[src/rtl/pipe_stage_reg.sv]
`default_nettype none
// ============================================================================
//  Module      : pipe_stage_reg
//  Description : Parametrised pipeline stage register carrying an opaque data
//                payload and a control field with bubble semantics. Provides
//                valid/ready flow control, a hazard stall on the output side,
//                flush/squash of all held entries, an optional 2-entry skid
//                buffer that keeps ready_o registered, and saturating
//                stall/squash performance counters.
//  Revision    : 1.0 - initial release
// ----------------------------------------------------------------------------
//  Parameters
//    DATA_W    payload width; the payload is never cleared by a bubble
//    CTRL_W    control field width
//    CTRL_NOP  control value presented whenever the stage is empty
//    SKID      1 = head + skid entry, registered ready_o
//              0 = head entry only, combinational ready_o
//    CNT_W     width of the performance counters
//
//  Ports
//    clk_i         clock, rising edge
//    rst_i         asynchronous active-high reset
//    valid_i       upstream entry valid
//    ready_o       stage can accept an entry
//    ctrl_i        upstream control field
//    data_i        upstream payload
//    flush_i       discard every held entry (and any same-cycle input)
//    stall_i       hazard hold of the output side
//    valid_o       output entry valid
//    ready_i       downstream accepts the entry
//    ctrl_o        output control field (CTRL_NOP when valid_o is low)
//    data_o        output payload (stale while the stage is empty)
//    occupancy_o   number of held entries, 0..2
//    stall_cnt_o   edges on which the head entry was held
//    squash_cnt_o  flushes that discarded at least one entry
// ============================================================================
module pipe_stage_reg #(
    parameter int unsigned          DATA_W   = 128,
    parameter int unsigned          CTRL_W   = 16,
    parameter logic [CTRL_W-1:0]    CTRL_NOP = '0,
    parameter int unsigned          SKID     = 1,
    parameter int unsigned          CNT_W    = 16
) (
    input  logic                clk_i,
    input  logic                rst_i,

    // Upstream side
    input  logic                valid_i,
    output logic                ready_o,
    input  logic [CTRL_W-1:0]   ctrl_i,
    input  logic [DATA_W-1:0]   data_i,

    // Pipeline control
    input  logic                flush_i,
    input  logic                stall_i,

    // Downstream side
    output logic                valid_o,
    input  logic                ready_i,
    output logic [CTRL_W-1:0]   ctrl_o,
    output logic [DATA_W-1:0]   data_o,

    // Status / performance
    output logic [1:0]          occupancy_o,
    output logic [CNT_W-1:0]    stall_cnt_o,
    output logic [CNT_W-1:0]    squash_cnt_o
);

    localparam logic [CNT_W-1:0] c_CNT_ONE = CNT_W'(1);
    localparam logic [CNT_W-1:0] c_CNT_MAX = '1;

    // ------------------------------------------------------------------------
    // Storage
    // ------------------------------------------------------------------------
    logic                head_valid_q, head_valid_d;
    logic [CTRL_W-1:0]   head_ctrl_q,  head_ctrl_d;
    logic [DATA_W-1:0]   head_data_q,  head_data_d;

    // The skid entry is never filled when SKID=0, so its registers collapse
    // to constants in that configuration.
    logic                skid_valid_q, skid_valid_d;
    logic [CTRL_W-1:0]   skid_ctrl_q,  skid_ctrl_d;
    logic [DATA_W-1:0]   skid_data_q,  skid_data_d;

    logic [CNT_W-1:0]    stall_cnt_q,  stall_cnt_d;
    logic [CNT_W-1:0]    squash_cnt_q, squash_cnt_d;

    // ------------------------------------------------------------------------
    // Handshake terms
    // ------------------------------------------------------------------------
    logic w_acc;        // downstream can take the head this cycle
    logic w_deq;        // output transfer
    logic w_in_xfer;    // input transfer
    logic w_ready;      // stage ready, from the selected ready scheme

    assign w_acc     = ready_i & ~stall_i;
    assign w_deq     = head_valid_q & w_acc;
    assign w_in_xfer = valid_i & w_ready;

    // ------------------------------------------------------------------------
    // Ready generation
    // ------------------------------------------------------------------------
    generate
        if (SKID != 0) begin : g_skid_ready
            logic ready_q;

            // Ready means "skid empty after this edge"; a flush empties the
            // skid, so it falls out of skid_valid_d without a special case.
            always_ff @(posedge clk_i or posedge rst_i) begin
                if (rst_i) begin
                    ready_q <= 1'b1;
                end else begin
                    ready_q <= ~skid_valid_d;
                end
            end

            assign w_ready = ready_q;
        end else begin : g_comb_ready
            // Single entry: accept when empty or when the head leaves now.
            assign w_ready = ~head_valid_q | w_acc;
        end
    endgenerate

    // ------------------------------------------------------------------------
    // Next-state for head and skid
    // ------------------------------------------------------------------------
    always_comb begin
        head_valid_d = head_valid_q;
        head_ctrl_d  = head_ctrl_q;
        head_data_d  = head_data_q;
        skid_valid_d = skid_valid_q;
        skid_ctrl_d  = skid_ctrl_q;
        skid_data_d  = skid_data_q;

        if (flush_i) begin
            // Flush wins over both a same-cycle input and output transfer.
            head_valid_d = 1'b0;
            skid_valid_d = 1'b0;
        end else if (SKID != 0) begin
            if (w_deq) begin
                if (skid_valid_q) begin
                    // Skid advances to the head; a new input refills the skid.
                    head_valid_d = 1'b1;
                    head_ctrl_d  = skid_ctrl_q;
                    head_data_d  = skid_data_q;
                    skid_valid_d = w_in_xfer;
                    if (w_in_xfer) begin
                        skid_ctrl_d = ctrl_i;
                        skid_data_d = data_i;
                    end
                end else begin
                    head_valid_d = w_in_xfer;
                    if (w_in_xfer) begin
                        head_ctrl_d = ctrl_i;
                        head_data_d = data_i;
                    end
                end
            end else if (!head_valid_q) begin
                // Empty stage: the skid is empty too, so input goes to head.
                if (w_in_xfer) begin
                    head_valid_d = 1'b1;
                    head_ctrl_d  = ctrl_i;
                    head_data_d  = data_i;
                end
            end else if (w_in_xfer) begin
                // Head held: the one extra entry lands in the skid.
                skid_valid_d = 1'b1;
                skid_ctrl_d  = ctrl_i;
                skid_data_d  = data_i;
            end
        end else begin
            if (w_in_xfer) begin
                head_valid_d = 1'b1;
                head_ctrl_d  = ctrl_i;
                head_data_d  = data_i;
            end else if (w_deq) begin
                head_valid_d = 1'b0;
            end
        end

        // Bubble rule: an empty head always carries the NOP control so no
        // write, memory or jump control can leak from an empty stage.
        if (!head_valid_d) begin
            head_ctrl_d = CTRL_NOP;
        end
    end

    // ------------------------------------------------------------------------
    // Performance counters (saturating)
    // ------------------------------------------------------------------------
    always_comb begin
        stall_cnt_d  = stall_cnt_q;
        squash_cnt_d = squash_cnt_q;

        if (head_valid_q && !w_acc && !flush_i && (stall_cnt_q != c_CNT_MAX)) begin
            stall_cnt_d = stall_cnt_q + c_CNT_ONE;
        end

        if (flush_i && (head_valid_q || skid_valid_q) && (squash_cnt_q != c_CNT_MAX)) begin
            squash_cnt_d = squash_cnt_q + c_CNT_ONE;
        end
    end

    // ------------------------------------------------------------------------
    // State registers
    // ------------------------------------------------------------------------
    always_ff @(posedge clk_i or posedge rst_i) begin
        if (rst_i) begin
            head_valid_q <= 1'b0;
            head_ctrl_q  <= CTRL_NOP;
            head_data_q  <= '0;
            skid_valid_q <= 1'b0;
            skid_ctrl_q  <= CTRL_NOP;
            skid_data_q  <= '0;
            stall_cnt_q  <= '0;
            squash_cnt_q <= '0;
        end else begin
            head_valid_q <= head_valid_d;
            head_ctrl_q  <= head_ctrl_d;
            head_data_q  <= head_data_d;
            skid_valid_q <= skid_valid_d;
            skid_ctrl_q  <= skid_ctrl_d;
            skid_data_q  <= skid_data_d;
            stall_cnt_q  <= stall_cnt_d;
            squash_cnt_q <= squash_cnt_d;
        end
    end

    // ------------------------------------------------------------------------
    // Outputs
    // ------------------------------------------------------------------------
    assign ready_o      = w_ready;
    assign valid_o      = head_valid_q;
    assign ctrl_o       = head_ctrl_q;
    assign data_o       = head_data_q;
    assign occupancy_o  = {1'b0, head_valid_q} + {1'b0, skid_valid_q};
    assign stall_cnt_o  = stall_cnt_q;
    assign squash_cnt_o = squash_cnt_q;

endmodule
`default_nettype wire
[config.mk]
export PLATFORM = sky130hd
export DESIGN_NAME = pipe_stage_reg
export DESIGN_NICKNAME = d
export VERILOG_FILES = /design/src/rtl/pipe_stage_reg.sv
export SDC_FILE = /design/constraint.sdc
export NUM_CORES = 1
export LEC_CHECK = 0
export CORE_UTILIZATION = 40
export CTS_CLUSTER_DIAMETER = 50
export DETAILED_ROUTE_END_ITERATION = 16
export GPL_TIMING_DRIVEN = 0
export MAX_ROUTING_LAYER = met4
export PLACE_DENSITY_LB_ADDON = 0.05
export SLEW_MARGIN = 20
export SYNTH_ARGS = -nofsm -noshare
export SYNTH_HDL_FRONTEND = slang
export SYNTH_SLANG_ARGS = --single-unit
export TNS_END_PERCENT = 20
[constraint.sdc]
create_clock -name clk_i -period 11.2 [get_ports clk_i]
set_input_delay 2.24 -clock clk_i [delete_from_list [all_inputs] [get_ports clk_i]]
set_output_delay 2.24 -clock clk_i [all_outputs]
set_load 0.05 [all_outputs]
==> results.py <==
metrics = {
    "outcome": {
        "status": "complete, no violations",
    },
    "cts": {
        "path_clk_slew_ns": 0.05,
        "cts_inserted_buffers": 42,
        "holdBufCountCts": 0,
        "cts_tree": "done",
        "clock-sinks": 323,
        "clockBufferDepth": 3,
        "cts_setup_buffers": 0,
        "cts.root.buffer_cell": "clkbuf_16",
        "clock_latency_ns": 0.53,
        "h-tree-depth": 2,
        "cts_resized": 0,
    },
    "die": {
        "core_mm2": 0.0345,
        "rows": 68,
        "start_util": 0.407,
        "fp.dieW_um": 190,
        "dieHeight_um": 190,
        "die_area_mm2": 0.0359,
        "io_pins": 330,
    },
    "synthesis": {
        "synth_area_leader_cell": "dfrtp_1",
        "ys_seq_elements": 323,
        "yosysWarnings": 0,
        "ys_types": 49,
        "synth_area_mm2": 0.0141,
        "syn_inst": 1194,
        "syn-num-nets": 1348,
        "netlist.area_leader.share": 0.573,
        "synth_seq_area_share": 0.575,
        "synth_edf_count": 0,
        "synth_area_leaders": "dfrtp_1 (57%), o32a_1 (9.1%), a2bb2oi_1 (8.0%), or3_1 (5.7%), o21ai_0 (4.6%)",
        "post_synth.cell_area_avg_um2": 11.8,
        "synth_async_sr_flop_share": 1.00,
        "yosys_most_used_dff": "dfrtp_1",
    },
    "hold_path": {
        "hold_end": "skid_data_q[68]",
        "hold_start": "skid_data_q[68]",
        "hold_path_class": "reg2reg",
        "hold_depth": 1,
    },
    "critical_path": {
        "timing.rr.start": "valid_o",
        "startpoint_type": "flip-flop",
        "ff2ff_path_depth": 6,
        "cp.required_ns": 8.96,
        "cp_max_fo": 10,
        "r2r_slack_ns": 8.68,
        "r2r-end": "data_o[19]",
        "cp.arrival_ns": 2.29,
        "critPathKind": "reg2out",
        "crit_path_end_kind": "output port",
    },
    "route": {
        "drt_pass1_iterations": 5,
        "drc": 0,
        "drtAntennaViolNets": 0,
        "wl_per_cell_um": 21.1,
        "vias_per_cell": 5.74,
        "drt_iter0_drc": 737,
        "wirelength_mm": 43.5,
        "via_count": 11800,
    },
    "job": {
        "drv_cap": 0,
    },
    "timing": {
        "hold_viol": 0,
        "tightest_slew_ns": 1.00,
        "finalSetupViolCount": 0,
        "finalMaxSlewViolations": 0,
        "finalCritPeriodShare": 0.405,
        "fmax_ghz": 0.221,
        "fin_crit_ns": 4.53,
        "holdWs_ns": 0.489,
        "fin_skew_ns": 0.0127,
        "fin_setup_tns_ns": 0,
        "rsz0062_at_grt": "false",
        "worst_slack_ns": 6.67,
        "slew-limit-headroom": 0.331,
    },
    "power_and_ir_drop": {
        "leakage_uw": 0.00756,
        "ir_drop_v": 0.000124,
        "power.density_mw_per_mm2": 220,
    },
    "global_routing": {
        "grt_first_pass_wirelength_mm": 67.8,
        "grt_pass1_vias": 11900,
        "antenna_found_initial": 8,
        "grt_start_max_net_pins": 103,
        "track_usage": 0.247,
        "overflow": 0,
    },
    "layout": {
        "num-fill-cells": 3024,
        "syn2layout_area_growth_pct": 38.1,
        "final_nets": 1723,
        "stdcell_count": 2063,
        "drive_gt1_frac": 0.0831,
    },
    "placement": {
        "io_buffers": 328,
        "dp_cells": 1980,
        "dpl.hpwl_mm": 29.5,
        "place.gp.congestion": 0.813,
        "place_ws_ns": 6.16,
    },
}
-- how the worst max path moves through the flow --
stage | to | slack, ns | cells after the start | start
final | occupancy_o[0] | 6.67 | 4 | valid_o
after global routing | occupancy_o[0] | 6.60 | 4 | valid_o
after CTS | occupancy_o[0] | 6.65 | 4 | valid_o
after detailed placement | data_o[92] | 6.16 | 7 | ready_i
after global placement | data_o[67] | -4.42 | 2 | rst_i
after floorplan | ctrl_o[0] | 0.02 | 1 | rst_i
-- routing by layer --
| layer | track usage | wire [um] | vias up |
|---|---|---|---|
| li1 | - | - | 5413 |
| met1 | 0.331 | 19200 | 5896 |
| met2 | 0.369 | 19900 | 464 |
| met3 | 0.0567 | 3200 | 70 |
| met4 | 0.0800 | 1190 | 0 |
| met5 | - | 0 | - |
-- through the flow --
step	power, uW	util	instance area, um^2
2_1_floorplan	2470	-	14100
5_1_grt	4470	0.562	19400
6_report	4270	0.562	19400
4_1_cts	4310	0.562	19400
3_3_place_gp	2930	0.519	17900
3_5_place_dp	2950	0.521	18000
-- cells in the mapped netlist, types with 3 or more instances --
master,number
a21o_1,9
a211oi_1,3
a2bb2oi_1,128
o2111ai_1,3
nand3_1,21
ha_1,4
xnor2_1,12
inv_1,5
and3_1,3
xor2_1,18
nor2b_1,3
nor3_1,5
dfrtp_1,322
buf_4,18
buf_2,13
o32a_1,128
a21oi_1,11
nor2_1,13
mux2_2,18
a31oi_1,7
clkbuf_1,93
or3_1,129
o221a_2,5
nand4_1,12
o21ai_0,129
nand2_1,44
nand2b_1,3
nor4_1,6
-- layout make-up --
class | instances | area [um^2] | area share
multi-input cells | 740 | 5390 | 0.277
diodes | 8 | 20.0 | 0.00103
flip-flops and latches | 323 | 8080 | 0.416
plain buffers | 126 | 572 | 0.0294
clock inverters | 15 | 158 | 0.00812
well taps | 455 | 569 | 0.0293
clock buffers | 60 | 1240 | 0.0640
inverters | 5 | 26.3 | 0.00135
repair buffers | 331 | 3370 | 0.173
-- registers in the layout, summed over array words and instances (netlist names) --
name          flops
data_o          128
ctrl_o           16
ready_o           1
valid_o           1
stall_cnt_o      16
skid_data_q     128
skid_ctrl_q      16
squash_cnt_o     16
skid_valid_q      1
-- cells in the final DEF, fill, tap and decap left out, types with 11 or more instances in the layout --
| master | synthesis | routed |
|---|---|---|
| clkbuf_16 | 0 | 45 |
| clkdlybuf4s50_1 | 0 | 328 |
| a21oi_1 | 11 | 11 |
| o32a_1 | 128 | 128 |
| xor2_1 | 18 | 18 |
| nor2_1 | 13 | 13 |
| a2bb2oi_1 | 128 | 128 |
| buf_4 | 18 | 18 |
| o21ai_0 | 129 | 129 |
| or3_1 | 129 | 129 |
| mux2_2 | 18 | 18 |
| clkbuf_1 | 93 | 102 |
| nand3_1 | 21 | 21 |
| dfrtp_1 | 322 | 322 |
| nand4_1 | 12 | 12 |
| xnor2_1 | 12 | 12 |
| nand2_1 | 44 | 44 |
| buf_2 | 13 | 13 |
-- worst max-delay path, cell delays in order (launching register included) --
cell and delay, ns:
dfrtp_1 0.36, buf_2 0.24, inv_1 0.09, ha_1 0.29, clkdlybuf4s50_1 0.79
-- kinds of logic (layout without fill, tap and decap cells) --
family,after synthesis,count (layout),share of synthesized area
AO/OA/AOI/OAI,435,435,0.244
flip-flops,323,323,0.575
AND/OR/NAND/NOR,253,253,0.102
buffers and inverters,131,537,0.0420
XOR/XNOR,30,30,0.0187
multiplexers,18,18,0.0144
adder cells (fa/ha/maj),4,4,0.00356
other,0,8,0
-- where the power goes --
part           internal (uW)  total, uW  switching [uW]  leakage [uW]
logic                    520       1280             758       0.00320
clock network            839       1340             506      0.000686
registers               1470       1650             186       0.00367
(Power assumes the default switching activity.)
